[src/rtl/gpio_mux_array.sv]
// Pad pin-mux array: per-pin function select with break-before-make, input sync/filter and sticky edge IRQs.
// Optional input debounce filter enabled by defining GPIO_MUX_DEBOUNCE_EN.

module gpio_mux_pin #(
    parameter int NUM_FUNCS   = 4,
    parameter int FSEL_W      = 2,
    parameter int SYNC_STAGES = 2,
    parameter int DB_CYCLES   = 16
) (
    input  logic                 clk,
    input  logic                 rst_n,
    input  logic                 armed,
    input  logic [FSEL_W-1:0]    sel,
    input  logic                 dir,
    input  logic                 gpio_out,
    input  logic [NUM_FUNCS-1:0] func_out,
    input  logic [NUM_FUNCS-1:0] func_oeb,
    input  logic [1:0]           irq_mode,
    input  logic                 irq_clr,
    input  logic                 in,
    output logic                 gpio_in,
    output logic [NUM_FUNCS-1:0] func_in,
    output logic                 intr,
    output logic                 out,
    output logic                 oeb
);
    localparam logic [FSEL_W:0] NF = (FSEL_W+1)'(NUM_FUNCS);

    logic [SYNC_STAGES-1:0] sync;
    logic                   synced, filt, prev, set, in_range;
    logic [FSEL_W-1:0]      sel_q;

    always_ff @(posedge clk or negedge rst_n)
        if (!rst_n) sync <= '0;
        else        sync <= {sync[SYNC_STAGES-2:0], in};

    assign synced = sync[SYNC_STAGES-1];

`ifdef GPIO_MUX_DEBOUNCE_EN
    localparam int             DBW     = $clog2(DB_CYCLES+1);
    localparam logic [DBW-1:0] DB_LAST = DBW'(DB_CYCLES-1);

    logic [DBW-1:0] db_cnt;
    logic           filt_q;

    // Count consecutive cycles the synced value disagrees with filt; any agreement restarts the count.
    always_ff @(posedge clk or negedge rst_n)
        if (!rst_n) begin
            db_cnt <= '0;
            filt_q <= 1'b0;
        end else if (synced == filt_q) begin
            db_cnt <= '0;
        end else if (db_cnt == DB_LAST) begin
            db_cnt <= '0;
            filt_q <= synced;
        end else begin
            db_cnt <= db_cnt + 1'b1;
        end

    assign filt = filt_q;
`else
    assign filt = synced;
`endif

    assign gpio_in  = filt;
    assign in_range = {1'b0, sel_q} < NF;

    always_comb begin
        func_in = '0;
        if (in_range) func_in[sel_q] = filt;
    end

    // A select change parks the pad tristate for one cycle before the new function drives.
    always_ff @(posedge clk or negedge rst_n)
        if (!rst_n) begin
            sel_q <= '0;
            out   <= 1'b0;
            oeb   <= 1'b1;
        end else if (sel != sel_q) begin
            sel_q <= sel;
            out   <= 1'b0;
            oeb   <= 1'b1;
        end else if (!in_range) begin
            out   <= 1'b0;
            oeb   <= 1'b1;
        end else if (sel_q == '0) begin
            out   <= gpio_out;
            oeb   <= ~dir;
        end else begin
            out   <= func_out[sel_q];
            oeb   <= func_oeb[sel_q];
        end

    assign set = armed & ((filt & ~prev & irq_mode[0]) | (~filt & prev & irq_mode[1]));

    always_ff @(posedge clk or negedge rst_n)
        if (!rst_n) begin
            prev <= 1'b0;
            intr <= 1'b0;
        end else begin
            prev <= filt;
            intr <= (intr & ~irq_clr) | set;
        end
endmodule

module gpio_mux_array #(
    parameter int NUM_PINS    = 24,
    parameter int NUM_FUNCS   = 4,
    parameter int SYNC_STAGES = 2,
    parameter int DB_CYCLES   = 16,
    parameter int FSEL_W      = $clog2(NUM_FUNCS)
) (
    input  logic                          clk,
    input  logic                          rst_n,
    input  logic [NUM_PINS*FSEL_W-1:0]    sel,
    input  logic [NUM_PINS-1:0]           dir,
    input  logic [NUM_PINS-1:0]           gpio_out,
    output logic [NUM_PINS-1:0]           gpio_in,
    input  logic [NUM_PINS*NUM_FUNCS-1:0] func_out,
    input  logic [NUM_PINS*NUM_FUNCS-1:0] func_oeb,
    output logic [NUM_PINS*NUM_FUNCS-1:0] func_in,
    input  logic [2*NUM_PINS-1:0]         irq_mode,
    input  logic [NUM_PINS-1:0]           irq_clr,
    output logic [NUM_PINS-1:0]           intr,
    output logic                          irq,
    input  logic [NUM_PINS-1:0]           in,
    output logic [NUM_PINS-1:0]           out,
    output logic [NUM_PINS-1:0]           oeb
);
    // Edges are ignored until the input pipeline has flushed its reset contents.
`ifdef GPIO_MUX_DEBOUNCE_EN
    localparam int ARM_MAX = SYNC_STAGES + 1 + DB_CYCLES;
`else
    localparam int ARM_MAX = SYNC_STAGES + 1;
`endif
    localparam int AW = $clog2(ARM_MAX+1);

    logic [AW-1:0] arm_cnt;
    logic          armed;

    assign armed = (arm_cnt == AW'(ARM_MAX));

    always_ff @(posedge clk or negedge rst_n)
        if (!rst_n)      arm_cnt <= '0;
        else if (!armed) arm_cnt <= arm_cnt + 1'b1;

    always_ff @(posedge clk or negedge rst_n)
        if (!rst_n) irq <= 1'b0;
        else        irq <= |intr;

    for (genvar p = 0; p < NUM_PINS; p++) begin : g_pin
        gpio_mux_pin #(
            .NUM_FUNCS  (NUM_FUNCS),
            .FSEL_W     (FSEL_W),
            .SYNC_STAGES(SYNC_STAGES),
            .DB_CYCLES  (DB_CYCLES)
        ) u_pin (
            .clk     (clk),
            .rst_n   (rst_n),
            .armed   (armed),
            .sel     (sel[p*FSEL_W +: FSEL_W]),
            .dir     (dir[p]),
            .gpio_out(gpio_out[p]),
            .func_out(func_out[p*NUM_FUNCS +: NUM_FUNCS]),
            .func_oeb(func_oeb[p*NUM_FUNCS +: NUM_FUNCS]),
            .irq_mode(irq_mode[2*p +: 2]),
            .irq_clr (irq_clr[p]),
            .in      (in[p]),
            .gpio_in (gpio_in[p]),
            .func_in (func_in[p*NUM_FUNCS +: NUM_FUNCS]),
            .intr    (intr[p]),
            .out     (out[p]),
            .oeb     (oeb[p])
        );
    end
endmodule

[config.mk]
export PLATFORM = sky130hd
export DESIGN_NAME = gpio_mux_array
export DESIGN_NICKNAME = d
export VERILOG_FILES = /design/src/rtl/gpio_mux_array.sv
export SDC_FILE = /design/constraint.sdc
export NUM_CORES = 1
export LEC_CHECK = 0
export ABC_CLOCK_PERIOD_IN_PS = 1700
export CELL_PAD_IN_SITES_DETAIL_PLACEMENT = 1
export CELL_PAD_IN_SITES_GLOBAL_PLACEMENT = 2
export CORE_AREA = 2 2 227 229
export CTS_CLUSTER_DIAMETER = 120
export DETAILED_ROUTE_END_ITERATION = 8
export DIE_AREA = 0 0 229 231
export PLACE_DENSITY = 0.79
export SLEW_MARGIN = 20
export SYNTH_ARGS = -nofsm -noshare
export SYNTH_HDL_FRONTEND = slang
export SYNTH_SLANG_ARGS = --single-unit
export TNS_END_PERCENT = 20
[constraint.sdc]
create_clock -name clk -period 1.7 [get_ports clk]
set_input_delay 0.34 -clock clk [delete_from_list [all_inputs] [get_ports clk]]
set_output_delay 0.34 -clock clk [all_outputs]
set_load 0.01 [all_outputs]
# Word-level counts from Yosys, hierarchy flattened
# Index checks and enable logic that the tools add are counted.
# word_totals
reg_bits,195
wordCells,821
# op_classes
add_sub_neg,1
n_lt_le_gt_ge,48
eq_ne,25
mux,240
bitwise,312
reduce_logical,49
# op_table
cell,count
1-bit two-way mux,168
1-bit bitwise AND,144
4-bit bitwise AND,24
1-bit binary-select mux with 2-bit select,48
1-bit NOT,96
2-bit by 3-bit < comparator with 1-bit output (second input constant),24
1-bit demux with 2-bit select,24
2-bit by 1-bit greater-or-equal comparator with 1-bit output (second input constant),24
2-bit logical NOT,24
2-bit != test,24
1-bit bitwise OR,48
1-bit logical AND,24
24-bit OR reduction,1
2-bit by 1-bit adder with 2-bit output (second input constant),1
2-bit equality test (second input constant),1

# Longest topological paths before layout
# logic_depth
ltp_word,6
depth_mapped,4
mapped_depth_nobuf,3

# Hierarchy
# A second synthesis with hierarchy kept.
# unflattened
cells_unflattened,782
hier_area_um2,9298.9
# by_module_without_submodules
module,n_inst,cells_per_inst,area_each_um2,seq_area_each_um2
gpio_mux_pin at g_pin[10].u_pin ...,22,32,380.4,201.4
gpio_mux_pin at g_pin[0].u_pin,1,32,389.1,201.4
gpio_mux_pin at g_pin[9].u_pin,1,32,382.9,201.4
gpio_mux_array,1,14,158.9,75.1

# Worst setup path after synthesis
# Ideal clock, no wire load.
# synth_path
path_kind,flip-flop to flip-flop
from,register arm_cnt[0]
to,register g_pin[11].u_pin.intr
t_arrival_ns,1.053
required_ns,1.579
path_slack_ns,0.526
stages_incl_launch_ff,5
path_buffers,2
period_less_slack_ns,1.174
cell_sequence,dfrtp_1 > ha_1 > buf_2 > buf_2 > a22o_1
# synth_between
elab_chain_len,3
# synth_lines
item,line_no,text
from (decl),138,logic [AW-1:0] arm_cnt;
from (signal assigned),145,else if (!armed) arm_cnt <= arm_cnt + 1'b1;
2-bit equality test,141,assign armed = (arm_cnt == AW'(ARM_MAX));
1-bit bitwise AND,94,assign set = armed & ((filt & ~prev & irq_mode[0]) | (~filt & prev & irq_mode[1]));
1-bit bitwise OR,102,intr <= (intr & ~irq_clr) | set;
to (signal assigned),102,
to (decl),23,"output logic intr,"
# Every way passes these cells.
# A chain may end at the register's enable or synchronous reset.

# Final worst setup path
# layout_path
from,register g_pin[10].u_pin.sel_q[0]
to,output func_in[41]
# layout_between
elab_chain_len,5
# layout_lines
item,line_no,text
from (decl),31,logic [FSEL_W-1:0] sel_q;
from (signal assigned),80,sel_q <= sel;
2-bit by 3-bit < comparator with 1-bit output (implied by the code) or 2-bit by 1-bit greater-or-equal comparator with 1-bit output (tied branches),70,if (in_range) func_in[sel_q] = filt;
1-bit logical AND (implied by the code),70,
1-bit two-way mux (implied by the code),70,
1-bit demux with 2-bit select *,n/a,
4-bit bitwise AND (no source line) *,n/a,
to (decl),121,"output logic [NUM_PINS*NUM_FUNCS-1:0] func_in,"
# Mark *: on every way between the ends. The rest lies on a longest branch, timed or not.

==> implementation parameters <==
Parameter                              Value

Worst hold path
  Class of the tightest hold or removal check ... primary input to async pin

Yosys
  Largest area contributor in the synthesized netlist ... sky130_fd_sc_hd__dfrtp_1
  Library cells used by synthesis ... 36
  Main area contributors after synthesis ... sky130_fd_sc_hd__dfrtp_1 (44%), sky130_fd_sc_hd__buf_4 (7.4%), sky130_fd_sc_hd__dfstp_2 (6.5%)
  Synthesized netlist net count ... 1,265
  Number of enable flip-flop cells after synthesis ... 0
  Dominant synthesized flop cell ... sky130_fd_sc_hd__dfrtp_1
  Synth async-reset ratio ... 1.00
  Post-Syn Area ... 9740 µm²
  Number of instances in the synthesized netlist ... 878
  Top cell type's share of synthesized area ... 0.439
  Most used standard cell by instance count after synthesis ... sky130_fd_sc_hd__dfrtp_1
  Most frequent cells after synthesis ... sky130_fd_sc_hd__dfrtp_1 (171), sky130_fd_sc_hd__buf_4 (96), sky130_fd_sc_hd__nor2_1 (63)
  Share of synthesized area occupied by flip-flops and latches ... 0.504
  Synthesized flop and latch total ... about 200
  Avg Cell Area, Syn ... 11.1 µm²
  Synthesis Warnings ... 0

Finish
  NumNets Final ... between 1,500 and 2,000
  Fraction of final layout cells sized beyond drive strength 1 ... 0.343
  Antenna fix cells ... 0
  Layout Cell Area excl Fill ... 16,600 µm²
  Layout overhead on the synthesized area ... 70.9%

Clocking
  CTS root buffer ... sky130_fd_sc_hd__clkbuf_16
  H-tree depth ... 4
  Total CTS buffers ... 17
  Max Root-Sink Buffers ... 2
  TritonCTS clock tree ... done
  Clock sink count ... slightly below 200
  Worst skew pair latency ... between 400 and 500 ps
  Clk pin slew, worst setup/hold paths ... 70 ps

Timing
  Number of max-slew violations in the final report ... 0
  Share of the cycle needed by the critical path after routing ... 1.05
  Minimum clock period after layout ... between 1500 and 2000 ps
  Fin Clk Skew ... between 10 and 15 ps
  Final worst-path setup slack ... -79.2 ps
  Final count of negative-setup-slack endpoints ... 14
  Number of endpoints with negative hold slack in the final report ... 0
  Worst relative slew slack ... 0.699
  Maximum frequency from static timing analysis ... 562 MHz
  Worst-margin pin slew ... 447 ps
  RSZ-0062 raised after global routing ... true

Die
  Number of placement rows ... 83
  Area of the die ... roughly 53,000 µm²
  Number of top-level pins ... just under 600
  Starting density of the core ... 0.192
  Die X-Extent ... 229 µm
  Standard cell core area ... just over 50,000 µm²
  Die extent in y ... roughly 230 µm

Worst setup path
  Depth of the worst register-to-register path ... 7
  Worst endpoint data arrival time ... roughly 1400 ps
  Critical path start-end classification ... flip-flop to output port
  Register-to-Register Setup Slack ... approximately 60 ps
  Critical-path maximum fanout ... 5
  Kind of start point of the critical path ... flip-flop
  Beginning of the critical path ... g_pin[10].u_pin.sel_q[0]
  Beginning of the worst register-to-register path ... g_pin[23].u_pin.sel_q[1]
  Critical path endpoint category ... output port
  WP data required ... approximately 1400 ps
  Worst R2R End ... g_pin[23].u_pin.out

Drt
  Number of search-and-repair iterations in the first detailed-routing pass ... 4
  Residual antenna-violating net count after detailed routing ... 0
  Total DRC errors in the routed layout ... 0
  Iter 0 DRT Violations ... 319
  WL final ... between 40,000 and 50,000 µm
  Vias per cell ... 4.16
  Wire length per cell ... 18.9 µm
  Number of vias after detailed routing ... between 8,000 and 9,000

Global route
  Total GRT Usage ... 0.151
  Aggregate global routing overflow ... 0
  Maximum number of pins on one net before global-route repair ... 66
  Initial antenna violation count ... 0
  Vias in the first global route ... roughly 9,900
  Wire length of the first global-routing pass ... roughly 60,000 µm

Placement
  Placed Instance Area ... 15,400 µm²
  Dpl hpwl ... approximately 32,000 µm
  Gp weighted congestion ... 0.910
  Number of port buffers ... 530
  Worst setup slack before clock tree synthesis ... 30.6 ps

Power
  Worst voltage drop across the vdd grid ... around 0.53 mV
  PD cells ... approximately 740 nW/µm²
  P_leak ... around 7.5 nW

Outcome
  Outcome ... finished, violations left
  Violations in the final reports ... setup timing

Job
  Number of max-cap violations ... 0
## worst max path at each step
stage / endpoint / slack [ps] / cells after the start
finish: func_in[41] / -80 / 4
CTS: func_in[76] / -160 / 4
floorplan: g_pin[11].u_pin.intr / 530 / 4
detailed placement: func_in[32] / 30 / 2
global placement: func_in[32] / 30 / 2
global route: func_in[40] / -160 / 4
## kinds of logic (layout without fill, tap and decap cells)
family | count (synthesis) | count (layout) | share of synthesized area
xor+xnor | 1 | 1 | 0.000899
fa+ha+maj | 1 | 1 | 0.00128
mux | 43 | 43 | 0.0470
compound gates | 171 | 171 | 0.155
buf+inv | 216 | 779 | 0.137
flops | 195 | 195 | 0.504
simple gates | 251 | 251 | 0.155
## per-stage QoR
step                      hold slack (ps)  setup TNS (ps)  total power, mW  utilization  cells
after floorplan                      44.4               0             6.23            -    878
after CTS                             206           -1640             12.4        0.326   2113
after global placement                166               0             7.78        0.303   1996
after detailed placement              163               0             7.84        0.303   1996
after global routing                  249           -2740             12.8        0.329   2121
final                                 255            -388             12.2        0.329   2121
## worst max-delay path, stage by stage (launching register included)
cell and delay, ps:
sky130_fd_sc_hd__dfrtp_1 400, sky130_fd_sc_hd__buf_4 140, sky130_fd_sc_hd__buf_6 120, sky130_fd_sc_hd__and3b_1 160, sky130_fd_sc_hd__buf_2 140
## layout make-up
cell class | instances | area [µm²]
Clock buffer | 19 | 443
Clock inverter | 13 | 184
Fill cell | 5773 | 34000
Inverter | 48 | 180
Multi-Input combinational cell | 467 | 3690
Sequential cell | 195 | 4960
Tap cell | 680 | 851
Timing Repair Buffer | 699 | 6330
## layout by cell type, fill, tap and decap left out, types with 5 or more instances in the layout
master                              n
sky130_fd_sc_hd__a22o_1            45
sky130_fd_sc_hd__a22oi_1           26
sky130_fd_sc_hd__a2bb2oi_1         11
sky130_fd_sc_hd__a2bb2oi_2         10
sky130_fd_sc_hd__and2_1             5
sky130_fd_sc_hd__and2_4            19
sky130_fd_sc_hd__and3_1            18
sky130_fd_sc_hd__and3_4             6
sky130_fd_sc_hd__and3b_1           23
sky130_fd_sc_hd__buf_2             75
sky130_fd_sc_hd__buf_4            108
sky130_fd_sc_hd__buf_6             70
sky130_fd_sc_hd__clkbuf_16         17
sky130_fd_sc_hd__clkbuf_2          11
sky130_fd_sc_hd__clkdlybuf4s15_1   10
sky130_fd_sc_hd__clkdlybuf4s50_1  336
sky130_fd_sc_hd__dfrtp_1          127
sky130_fd_sc_hd__dfrtp_2           44
sky130_fd_sc_hd__dfstp_2           24
sky130_fd_sc_hd__dlygate4sd2_1     79
sky130_fd_sc_hd__inv_1             48
sky130_fd_sc_hd__mux2_2            22
sky130_fd_sc_hd__mux2i_1           21
sky130_fd_sc_hd__nand2_1           49
sky130_fd_sc_hd__nand3b_1          24
sky130_fd_sc_hd__nor2_1            57
sky130_fd_sc_hd__nor2_2             5
sky130_fd_sc_hd__nor3b_2           22
sky130_fd_sc_hd__nor4_1             6
sky130_fd_sc_hd__o211ai_1           8
sky130_fd_sc_hd__o211ai_2          13
sky130_fd_sc_hd__o21ai_0           24
sky130_fd_sc_hd__o22ai_1            9
sky130_fd_sc_hd__o32ai_1           15
sky130_fd_sc_hd__o32ai_2            6
## power breakdown
part	internal, mW	leakage (nW)	switching (mW)	total, mW
clock	2.49	0.299	1.92	4.42
combinational	1.61	4.96	1.04	2.65
sequential	4.94	2.25	0.230	5.17
## per-layer routing
layer,up-vias,part of all wire,GRT usage
li1,4060,-,-
met1,4377,0.40,0.169
met2,335,0.52,0.269
met3,55,0.059,0.0415
met4,0,0.026,0.0617
met5,-,0,0
## sequential cells by signal, summed over array words and instances, names as in the netlist
register           count
irq                    1
g_pin.u_pin.sync      48
g_pin.u_pin.intr      24
g_pin.u_pin.sel_q     48
arm_cnt                2
g_pin.u_pin.prev      24
g_pin.u_pin.oeb       24
g_pin.u_pin.out       24
## repair_timing
action                                  in CTS  in global routing
buffers inserted                            84                  9
hold buffers                                 1                  0
endpoints found under the setup margin     193                 77
hold endpoints to repair                   103                  0
pin swaps                                   15                  9
gates resized for setup                    608                 61
No activity file was read; power rests on OpenSTA's default activity.
